File: config.mk
export PLATFORM = sky130hd
export DESIGN_NAME = bbox_scanner
export DESIGN_NICKNAME = d
export VERILOG_FILES = /design/src/rtl/bbox_scanner.sv
export SDC_FILE = /design/constraint.sdc
export NUM_CORES = 1
export LEC_CHECK = 0
export CORE_ASPECT_RATIO = 2
export CORE_MARGIN = 1.5
export CORE_UTILIZATION = 57
export DETAILED_ROUTE_END_ITERATION = 6
export PLACE_DENSITY = 0.95
export SLEW_MARGIN = 40
export SYNTH_ARGS = -nofsm -noshare
export SYNTH_HDL_FRONTEND = slang
export SYNTH_SLANG_ARGS = --single-unit
File: constraint.sdc
create_clock -name clk -period 5.15 [get_ports clk]
set_input_delay 1.03 -clock clk [delete_from_list [all_inputs] [get_ports clk]]
set_output_delay 1.03 -clock clk [all_outputs]
set_load 0.005 [all_outputs]
File: src/rtl/bbox_scanner.sv
// Raster-order walker over an inclusive screen-space bounding box.
// Emits one pixel coordinate per valid/ready handshake, flagging the first and last pixel.
module bbox_scanner #(
    parameter int WIDTH = 10
) (
    input  logic             clk,
    input  logic             rst_n,
    input  logic             box_valid,
    output logic             box_ready,
    input  logic [WIDTH-1:0] min_x,
    input  logic [WIDTH-1:0] max_x,
    input  logic [WIDTH-1:0] min_y,
    input  logic [WIDTH-1:0] max_y,
    input  logic             abort,
    output logic             pix_valid,
    input  logic             pix_ready,
    output logic [WIDTH-1:0] pix_x,
    output logic [WIDTH-1:0] pix_y,
    output logic             pix_first,
    output logic             pix_last,
    output logic             busy
);
    typedef enum logic {IDLE, SCAN} state_t;

    localparam logic [WIDTH-1:0] ONE = {{(WIDTH-1){1'b0}}, 1'b1};

    state_t           state;
    logic [WIDTH-1:0] lo_x, hi_x, hi_y;
    logic             accept, box_ok, pix_hs, row_end, col_end;
    logic [WIDTH-1:0] nx, ny;

    assign box_ready = (state == IDLE);
    assign busy      = pix_valid;
    assign accept    = box_valid && box_ready;
    assign box_ok    = (min_x <= max_x) && (min_y <= max_y);
    assign pix_hs    = pix_valid && pix_ready;

    // Equality tests happen before incrementing, so a box touching 2^WIDTH-1 never wraps.
    assign row_end   = (pix_x == hi_x);
    assign col_end   = (pix_y == hi_y);

    always_comb begin
        nx = pix_x + ONE;
        ny = pix_y;
        if (row_end) begin
            nx = lo_x;
            ny = pix_y + ONE;
        end
    end

    // Only the bounds needed after the first pixel are kept (min_y is consumed at accept).
    always_ff @(posedge clk) begin
        if (accept) begin
            lo_x <= min_x;
            hi_x <= max_x;
            hi_y <= max_y;
        end
    end

    always_ff @(posedge clk or negedge rst_n) begin
        if (!rst_n) begin
            state     <= IDLE;
            pix_valid <= 1'b0;
            pix_x     <= '0;
            pix_y     <= '0;
            pix_first <= 1'b0;
            pix_last  <= 1'b0;
        end else begin
            case (state)
                IDLE: begin
                    // An inverted box is dropped silently, leaving the scanner ready.
                    if (accept && box_ok) begin
                        state     <= SCAN;
                        pix_valid <= 1'b1;
                        pix_x     <= min_x;
                        pix_y     <= min_y;
                        pix_first <= 1'b1;
                        pix_last  <= (min_x == max_x) && (min_y == max_y);
                    end
                end
                SCAN: begin
                    if (abort || (pix_hs && row_end && col_end)) begin
                        state     <= IDLE;
                        pix_valid <= 1'b0;
                        pix_first <= 1'b0;
                        pix_last  <= 1'b0;
                    end else if (pix_hs) begin
                        pix_x     <= nx;
                        pix_y     <= ny;
                        pix_first <= 1'b0;
                        pix_last  <= (nx == hi_x) && (ny == hi_y);
                    end
                end
                default: state <= IDLE;
            endcase
        end
    end
endmodule
==> results of run 1 <==
-- final cells by class --
| class | instances | share of cell area, % |
|---|---|---|
| clock buffer | 5 | 2.67 |
| multi-input combinational | 282 | 43.5 |
| inverter | 36 | 2.89 |
| clock inverter | 3 | 0.855 |
| timing repair buffer | 75 | 15.7 |
| tap | 86 | 2.30 |
| sequential | 54 | 32.1 |
-- power groups by stage --
stage | combinational (mW) | sequential [mW] | clock [mW]
floorplan | 0.620 | 0.710 | 0
global placement | 0.942 | 0.781 | 0
detailed placement | 0.960 | 0.786 | 0
CTS | 0.971 | 0.778 | 0.381
global route | 1.06 | 0.804 | 0.394
finish | 0.978 | 0.784 | 0.377
-- worst min-delay path by stage --
stage / from / end / slack [ns]
3_5_place_dp: pix_first / pix_first / 0.48
2_1_floorplan: pix_first / pix_first / 0.47
4_1_cts: pix_first / pix_first / 0.50
6_report: pix_first / pix_first / 0.50
3_3_place_gp: pix_first / pix_first / 0.50
5_1_grt: pix_first / pix_first / 0.51
-- routing by layer --
layer  vias up  global-route usage (%)  share of wire, %
met5         -                       0                 0
met4         0                    21.2               6.9
met3        51                    4.95               5.1
met1      1646                    34.9                34
met2       166                    55.6                54
li1       1571                       -                 -
-- cell families (layout without fill, tap and decap cells) --
group                      count (synthesis)  after routing  synth area share, %
DFF                                       54             54                 39.8
and+or+nand+nor                          123            123                 16.9
adders and majority gates                 22             22                 7.30
muxes                                     19             19                 5.54
buffers and inverters                     57            119                 6.30
AOI/OAI and AO/OA                         82             82                 15.8
xor gates and xnor gates                  36             36                 8.36
-- registers in the layout (all words and copies together), names as in the netlist --
name / flops
pix_x: 10
hi_y: 10
hi_x: 10
pix_first: 1
state: 1
pix_last: 1
busy: 1
pix_y: 10
lo_x: 10
-- cell usage in the layout (no fill, tap or decap), types with 6 or more instances in the layout --
cell             netlist  layout
nor2_1                17      17
a21o_1                 8       8
a21oi_1               14      14
nand2_1               30      30
and3_1                11      11
o21ai_0               15      15
ha_1                  22      22
nor3_1                10      10
mux2i_1                7       7
inv_1                 36      36
clkdlybuf4s50_1        0      69
xor2_1                10      10
nand4_1               15      15
buf_4                  1       6
mux2_2                11      11
edfxtp_1              30      30
dfrtp_1               24      24
xnor2_1               26      26
nand3_1               15      15
-- through the flow --
step,std cells,setup WS (ns),hold slack (ns)
finish,541,1.40,0.500
global route,541,1.36,0.512
CTS,541,1.45,0.500
detailed placement,533,1.23,0.484
global placement,533,1.29,0.499
floorplan,393,1.33,0.474
-- critical path: cells and delay by family --
kind | cells | cell delay, ns
AOI/OAI and AO/OA | 2 | 0.50
adders and majority gates | 1 | 0.28
buffers and inverters | 4 | 0.99
muxes | 1 | 0.36
and+or+nand+nor | 5 | 0.76
==> impl_metrics.yaml, run 1 <==
grt:
  track_usage_pct: 32.5
  grt_pass1_wl_mm: 17.3
  antenna_found_initial: 0
  grt_pass1_vias: 3576
  grt_start_max_net_pins: 32
  overflow: 0
final_layout:
  multiInputGateArea_um2: 2040
  design_area_um2: 4680
  seq_area_um2: 1500
  area_growth_pct: 24.1
  n_antenna_cell: 0
  drive_gt1_share_pct: 7.25
  fillers: 499
  final_util_pct: 73.6
  nets: 521
pwr:
  pwr-share-seq_pct: 36.7
  internal_power_mw: 1.32
  clkPwrFrac_pct: 17.6
  power_density_nw_per_um2: 457
  power_leakage_nw: 1.94
  p_total_mw: 2.14
  ir_drop_mv: 0.344
  switching_power_mw: 0.814
  switching_share_pct: 38.1
  pwr-share-comb_pct: 45.7
die:
  coreArea_um2: 6360
  num_rows: 41
  die_w_um: 60.5
  dieArea_um2: 7140
  io_pins: 70
  fp.dieH_um: 118
  initial_core_util_pct: 59.3
cts:
  cts_buffers: 5
  holdBufCountCts: 0
  clk_pin_slew_ns: 0.07
  clockRootBuffer: "clkbuf_16"
  clk_latency_ns: 0.29
  cts_resized: 0
  post-cts-setup-buffers: 0
  cts_tree: "yes"
  htreeDepth: 2
  numClockSinks: 54
  max-clock-path-buffers: 2
detailed_routing:
  route.detailed.drc: 0
  num_vias: 3434
  via_per_inst: 6.35
  wl_per_cell_um: 19.7
  ant_nets: 0
  drt_iter0_markers: 178
  routed_wl_mm: 10.7
  dr.pass1.iters: 5
logic_synthesis:
  ys_ff_latch: 54
  syn_area_um2: 3770
  yosysWarnings: 0
  yosys.area.top_type: "edfxtp_1"
  synth.distinct_cells: 57
  syn_area_per_cell_um2: 9.60
  synthCells: 393
  ys_top_cells_by_area: "edfxtp_1, dfrtp_1, ha_1"
  synthArstFlopShare_pct: 44.4
  yosysTopAreaCellShare_pct: 23.9
  synth_edf_count: 30
  yosys-top-cells-count: "inv_1, edfxtp_1, nand2_1, xnor2_1, dfrtp_1"
  synth_nets: 460
  ys.flop_type: "edfxtp_1"
  ys_seq_area_share_pct: 39.8
  synth.most_common_cell: "inv_1"
hold_path:
  min_path_cells: 1
  hold_path.class: "reg -> reg"
job:
  cap_viol_max_count: 0
placed_design:
  place_congestion: 0.885
  dpl_cell_area_um2: 4520
  port_buffers: 69
  hpwl_mm: 8.30
critical_path:
  crit_fanout: 14
  endpoint_kind: "flop"
  cp_slowest_cell: "clkdlybuf4s50_1"
  worst_setup_path_start_kind: "input pin"
  startpoint: "max_y[7]"
  crit_arrival_ns: 3.93
  crit-reg2reg-launch: "pix_x[0]"
  r2r_end: "pix_last"
  reg2reg_slack_ns: 1.78
  path_class: "in -> reg"
  endpoint: "pix_x[1]"
  crit_required_ns: 5.33
  cp_cell_sequence: "clkdlybuf4s50_1, inv_1, ha_1, nand4_1, nor2_1, and3_1, o31ai_1, nor2_1, and2_0, buf_4, o21ai_0, buf_4, mux2_2"
  r2r_cells: 8
  worst_path_largest_cell_delay_ns: 0.48
sta:
  fin_crit_sh_pct: 72.8
  setup_tns_ns: 0
  fmaxAchievable_mhz: 267
  slew-limit-headroom_pct: 60.8
  final-setup-viol-count: 0
  period_needed_ns: 3.75
  hold_violations: 0
  slew_violations: 0
  worst_slew_pin_slew_ns: 0.582
  fin_worst_skew_ns: 0.00490
  rsz0062_at_grt: "no"
status:
  status: "finished, final reports clean"
No activity file was read; power rests on OpenSTA's default activity.
==> run 2, diff against run 1 <==
--- a/config.mk
+++ b/config.mk
@@ -7,9 +7,9 @@
 export LEC_CHECK = 0
 export CORE_ASPECT_RATIO = 2
 export CORE_MARGIN = 1.5
-export CORE_UTILIZATION = 57
+export CORE_UTILIZATION = 48
 export DETAILED_ROUTE_END_ITERATION = 6
-export PLACE_DENSITY = 0.95
+export PLACE_DENSITY = 0.89
 export SLEW_MARGIN = 40
 export SYNTH_ARGS = -nofsm -noshare
 export SYNTH_HDL_FRONTEND = slang
==> constraint.sdc (replaced) <==
create_clock -name clk -period 3.4 [get_ports clk]
set_input_delay 0.68 -clock clk [delete_from_list [all_inputs] [get_ports clk]]
set_output_delay 0.68 -clock clk [all_outputs]
set_load 0.005 [all_outputs]
==> run 2 against run 1 <==
- final cell count grew 4.8%
- worst hold slack lost 0.014 ns
- combinational power grew 69%
- power grew 57%
- flip-flop and latch count is the same
- core utilization shrank 10 points
- wire length grew 12%
- clock-buffer cell count is the same
==> impl_metrics.yaml, run 2 (same netlist as run 1, synthesis figures left out) <==
status:
  status: "finished, final reports clean"
sta:
  hold_violations: 0
  fmaxAchievable_mhz: 314
  fin_worst_skew_ns: 0.00549
  final-setup-viol-count: 0
  period_needed_ns: 3.19
  worst_slew_pin_slew_ns: 0.621
  fin_ws_ns: 0.212
  holdWs_ns: 0.486
  slew_violations: 0
  rsz0062_at_grt: "no"
  slew-limit-headroom_pct: 58.3
  fin_crit_sh_pct: 93.8
  setup_tns_ns: 0
final_layout:
  drive_gt1_share_pct: 10.8
  seq_area_um2: 1500
  fillers: 649
  area_growth_pct: 27.9
  final_cells: 567
  multiInputGateArea_um2: 2040
  n_antenna_cell: 0
  final_cell_mix: "clkdlybuf4s50_1, inv_1, nand2_1, edfxtp_1, xnor2_1"
  nets: 539
  design_area_um2: 4830
  final_common_cell: "clkdlybuf4s50_1"
cts:
  clockRootBuffer: "clkbuf_16"
  clk_pin_slew_ns: 0.07
  numClockSinks: 54
  holdBufCountCts: 0
  max-clock-path-buffers: 2
  cts_tree: "yes"
  cts_resized: 0
  post-cts-setup-buffers: 0
  htreeDepth: 2
  clk_latency_ns: 0.30
  cts_buffers: 5
placed_design:
  dp_cells: 559
  hpwl_mm: 9.27
  dpl_cell_area_um2: 4660
  port_buffers: 69
  place_congestion: 0.947
  dp_slack_ns: 0.0385
die:
  coreArea_um2: 7600
  initial_core_util_pct: 49.6
  dieArea_um2: 8430
  die_w_um: 65.7
  num_rows: 45
  fp.dieH_um: 128
  io_pins: 70
grt:
  overflow: 0
  grt_pass1_vias: 3666
  track_usage_pct: 30.4
  grt_start_max_net_pins: 31
  grt_pass1_wl_mm: 19.1
  antenna_found_initial: 0
critical_path:
  endpoint: "pix_last"
  path_class: "reg -> reg"
  startpoint: "hi_x[4]"
  r2r_end: "pix_last"
  r2r_cells: 8
  endpoint_kind: "flop"
  crit_fanout: 4
  crit_arrival_ns: 3.41
  crit-reg2reg-launch: "hi_x[4]"
  reg2reg_slack_ns: 0.21
  crit_required_ns: 3.62
  worst_setup_path_start_kind: "flop"
hold_path:
  hold_path.class: "reg -> reg"
  worstHoldStart: "pix_first"
job:
  cap_viol_max_count: 0
pwr:
  power_leakage_nw: 2.02
  ir_drop_mv: 0.512
  power_density_nw_per_um2: 697
detailed_routing:
  via_per_inst: 6.16
  drt_iter0_markers: 289
  ant_nets: 0
  dr.pass1.iters: 6
  wl_per_cell_um: 21.2
  num_vias: 3493
  routed_wl_mm: 12.0
  route.detailed.drc: 0
## run 2: worst min path at each step
stage               depth (start not counted)   endpoint  slack (ns)
finish                                      1  pix_first        0.49
global route                                1  pix_first        0.51
CTS                                         1  pix_first        0.50
detailed placement                          1  pix_first        0.50
global placement                            1  pix_first        0.49
floorplan                                   0       busy        0.38
## run 2: critical path: stages (launching register included)
cell      delay [ns]
edfxtp_1        0.45
xnor2_1         0.29
nand4_1         0.28
or3_4           0.45
mux2_4          0.31
a221o_1         0.38
or4_1           0.51
a2111o_1        0.37
o21ai_2         0.06
## run 2: metal layers
metal	up-vias	wire length (µm)	track usage, %
li1	1591	-	-
met1	1677	3860	30.9
met2	170	6660	55.9
met3	55	568	3.41
met4	0	908	20.5
met5	-	0	0
## run 2: layout make-up
type	count	share of cell area [%]
inverters	36	2.80
clock inverters	3	0.830
clock buffers	5	2.59
multi-input cells	282	42.2
flip-flops and latches	54	31.1
well taps	94	2.44
repair buffers	93	18.0
## run 2: metrics by stage
stage	total power [mW]	util (%)
after detailed placement	2.76	61.3
after floorplan	2.01	-
after CTS	3.35	63.5
after global placement	2.71	61.3
after global routing	3.55	63.5
final	3.36	63.5
## run 2: where the power goes
part | switching (mW) | internal (mW) | total, mW
logic | 0.799 | 0.849 | 1.65
clock network | 0.236 | 0.345 | 0.581
registers | 0.259 | 0.875 | 1.13
total | 1.29 | 2.07 | 3.36
==> run 3, diff against run 2 <==
--- a/config.mk
+++ b/config.mk
@@ -10,6 +10,7 @@
 export CORE_UTILIZATION = 48
 export DETAILED_ROUTE_END_ITERATION = 6
 export PLACE_DENSITY = 0.89
+export REMOVE_ABC_BUFFERS = 1
 export SLEW_MARGIN = 40
 export SYNTH_ARGS = -nofsm -noshare
 export SYNTH_HDL_FRONTEND = slang
==> run 3 against run 2 <==
- the flow now finishes with violations (DRC)
- register-to-register slack improved by 0.03 ns
- setup slack improved by 0.035 ns
- wire length rose by 0.56%
- non-clock buffer count fell by 7
- global-route usage rose by 0.070 points
- via count rose by 0.54%
- critical path type unchanged
- highest routed layer unchanged
==> impl_metrics.yaml, run 3 (same netlist as run 1, synthesis figures left out) <==
cts:
  max-clock-path-buffers: 2
  clockRootBuffer: "clkbuf_16"
  cts_resized: 0
  htreeDepth: 2
  numClockSinks: 54
  post-cts-setup-buffers: 0
  cts_buffers: 5
  holdBufCountCts: 0
  clk_pin_slew_ns: 0.07
  clk_latency_ns: 0.30
  cts_tree: "yes"
sta:
  period_needed_ns: 3.15
  fmaxAchievable_mhz: 317
  rsz0062_at_grt: "no"
  hold_violations: 0
  fin_crit_sh_pct: 92.7
  fin_ws_ns: 0.247
  fin_worst_skew_ns: 0.00936
  setup_tns_ns: 0
  worst_slew_pin_slew_ns: 0.555
  holdWs_ns: 0.490
  slew_violations: 0
  slew-limit-headroom_pct: 62.6
  final-setup-viol-count: 0
grt:
  grt_pass1_vias: 3637
  grt_pass1_wl_mm: 18.9
  grt_start_max_net_pins: 31
  overflow: 0
  track_usage_pct: 30.5
  antenna_found_initial: 0
die:
  die_w_um: 65.7
  fp.dieH_um: 128
  dieArea_um2: 8430
  num_rows: 45
  coreArea_um2: 7600
  initial_core_util_pct: 49.6
  io_pins: 70
detailed_routing:
  route.detailed.drc: 3
  via_per_inst: 6.27
  num_vias: 3512
  dr.pass1.iters: 7
  routed_wl_mm: 12.1
  wl_per_cell_um: 21.5
  ant_nets: 0
  drt_iter0_markers: 222
final_layout:
  design_area_um2: 4770
  area_growth_pct: 26.6
  nets: 532
  final_cell_mix: "clkdlybuf4s50_1, inv_1, nand2_1, edfxtp_1, xnor2_1"
  n_antenna_cell: 0
  drive_gt1_share_pct: 9.23
  final_util_pct: 62.8
  final_common_cell: "clkdlybuf4s50_1"
critical_path:
  crit_fanout: 5
  endpoint_kind: "flop"
  worst_setup_path_start_kind: "flop"
  crit_required_ns: 3.62
  crit_arrival_ns: 3.38
  path_class: "reg -> reg"
  r2r_cells: 8
placed_design:
  hpwl_mm: 9.32
  dpl_cell_area_um2: 4610
  dp_slack_ns: 0.0102
  place_congestion: 0.967
  port_buffers: 69
hold_path:
  min_path_cells: 1
  hold_path.class: "reg -> reg"
status:
  status: "complete, but fails checks"
  violations: "DRC"
pwr:
  power_density_nw_per_um2: 698
  ir_drop_mv: 0.483
  power_leakage_nw: 1.98
job:
  cap_viol_max_count: 0
## run 3: final timing paths
kind / to / slack, ns / start
max reg2reg: pix_last / 0.25 / hi_x[2]
min reg2reg: pix_first / 0.49 / pix_first
max in group asynchronous: pix_last / 2.35 / rst_n
min: pix_first / 0.49 / pix_first
max: pix_last / 0.25 / hi_x[2]
min in group asynchronous: pix_x[3] / 0.77 / rst_n
## run 3: per-layer routing
metal | vias to the layer above | track usage [%] | share of wire (%)
met5 | - | 0 | 0
met4 | 0 | 23.7 | 8.2
met3 | 69 | 3.76 | 5.6
met2 | 205 | 54.1 | 55
met1 | 1659 | 31.1 | 32
li1 | 1579 | - | -
## run 3: critical path, stage by stage, from the launching register on
cell and delay, ns:
edfxtp_1 0.49, xnor2_1 0.25, nand4_1 0.23, or3_4 0.43, mux2_4 0.33, a221o_1 0.36, or4_1 0.52, a2111o_1 0.40
o21ai_2 0.07
## run 3: metrics by stage
step / power (mW) / instances
after floorplan: 1.97 / 372
after global placement: 2.69 / 552
after detailed placement: 2.72 / 552
after CTS: 3.32 / 560
after global routing: 3.51 / 560
final: 3.33 / 560
## run 3: final cells by class
cell class | count | area, µm²
flip-flops and latches | 54 | 1500
repair buffers | 86 | 818
clock inverters | 2 | 37.5
multi-input cells | 282 | 2040
fillers | 632 | 2830
clock buffers | 6 | 129
well taps | 94 | 118
inverters | 36 | 135
## run 3: where the power goes
group          switching, mW  leakage (nW)  internal, mW  total, mW
Sequential             0.286         0.569         0.874       1.16
Clock                  0.241        0.0771         0.348      0.590
Combinational          0.762          1.34         0.821       1.58
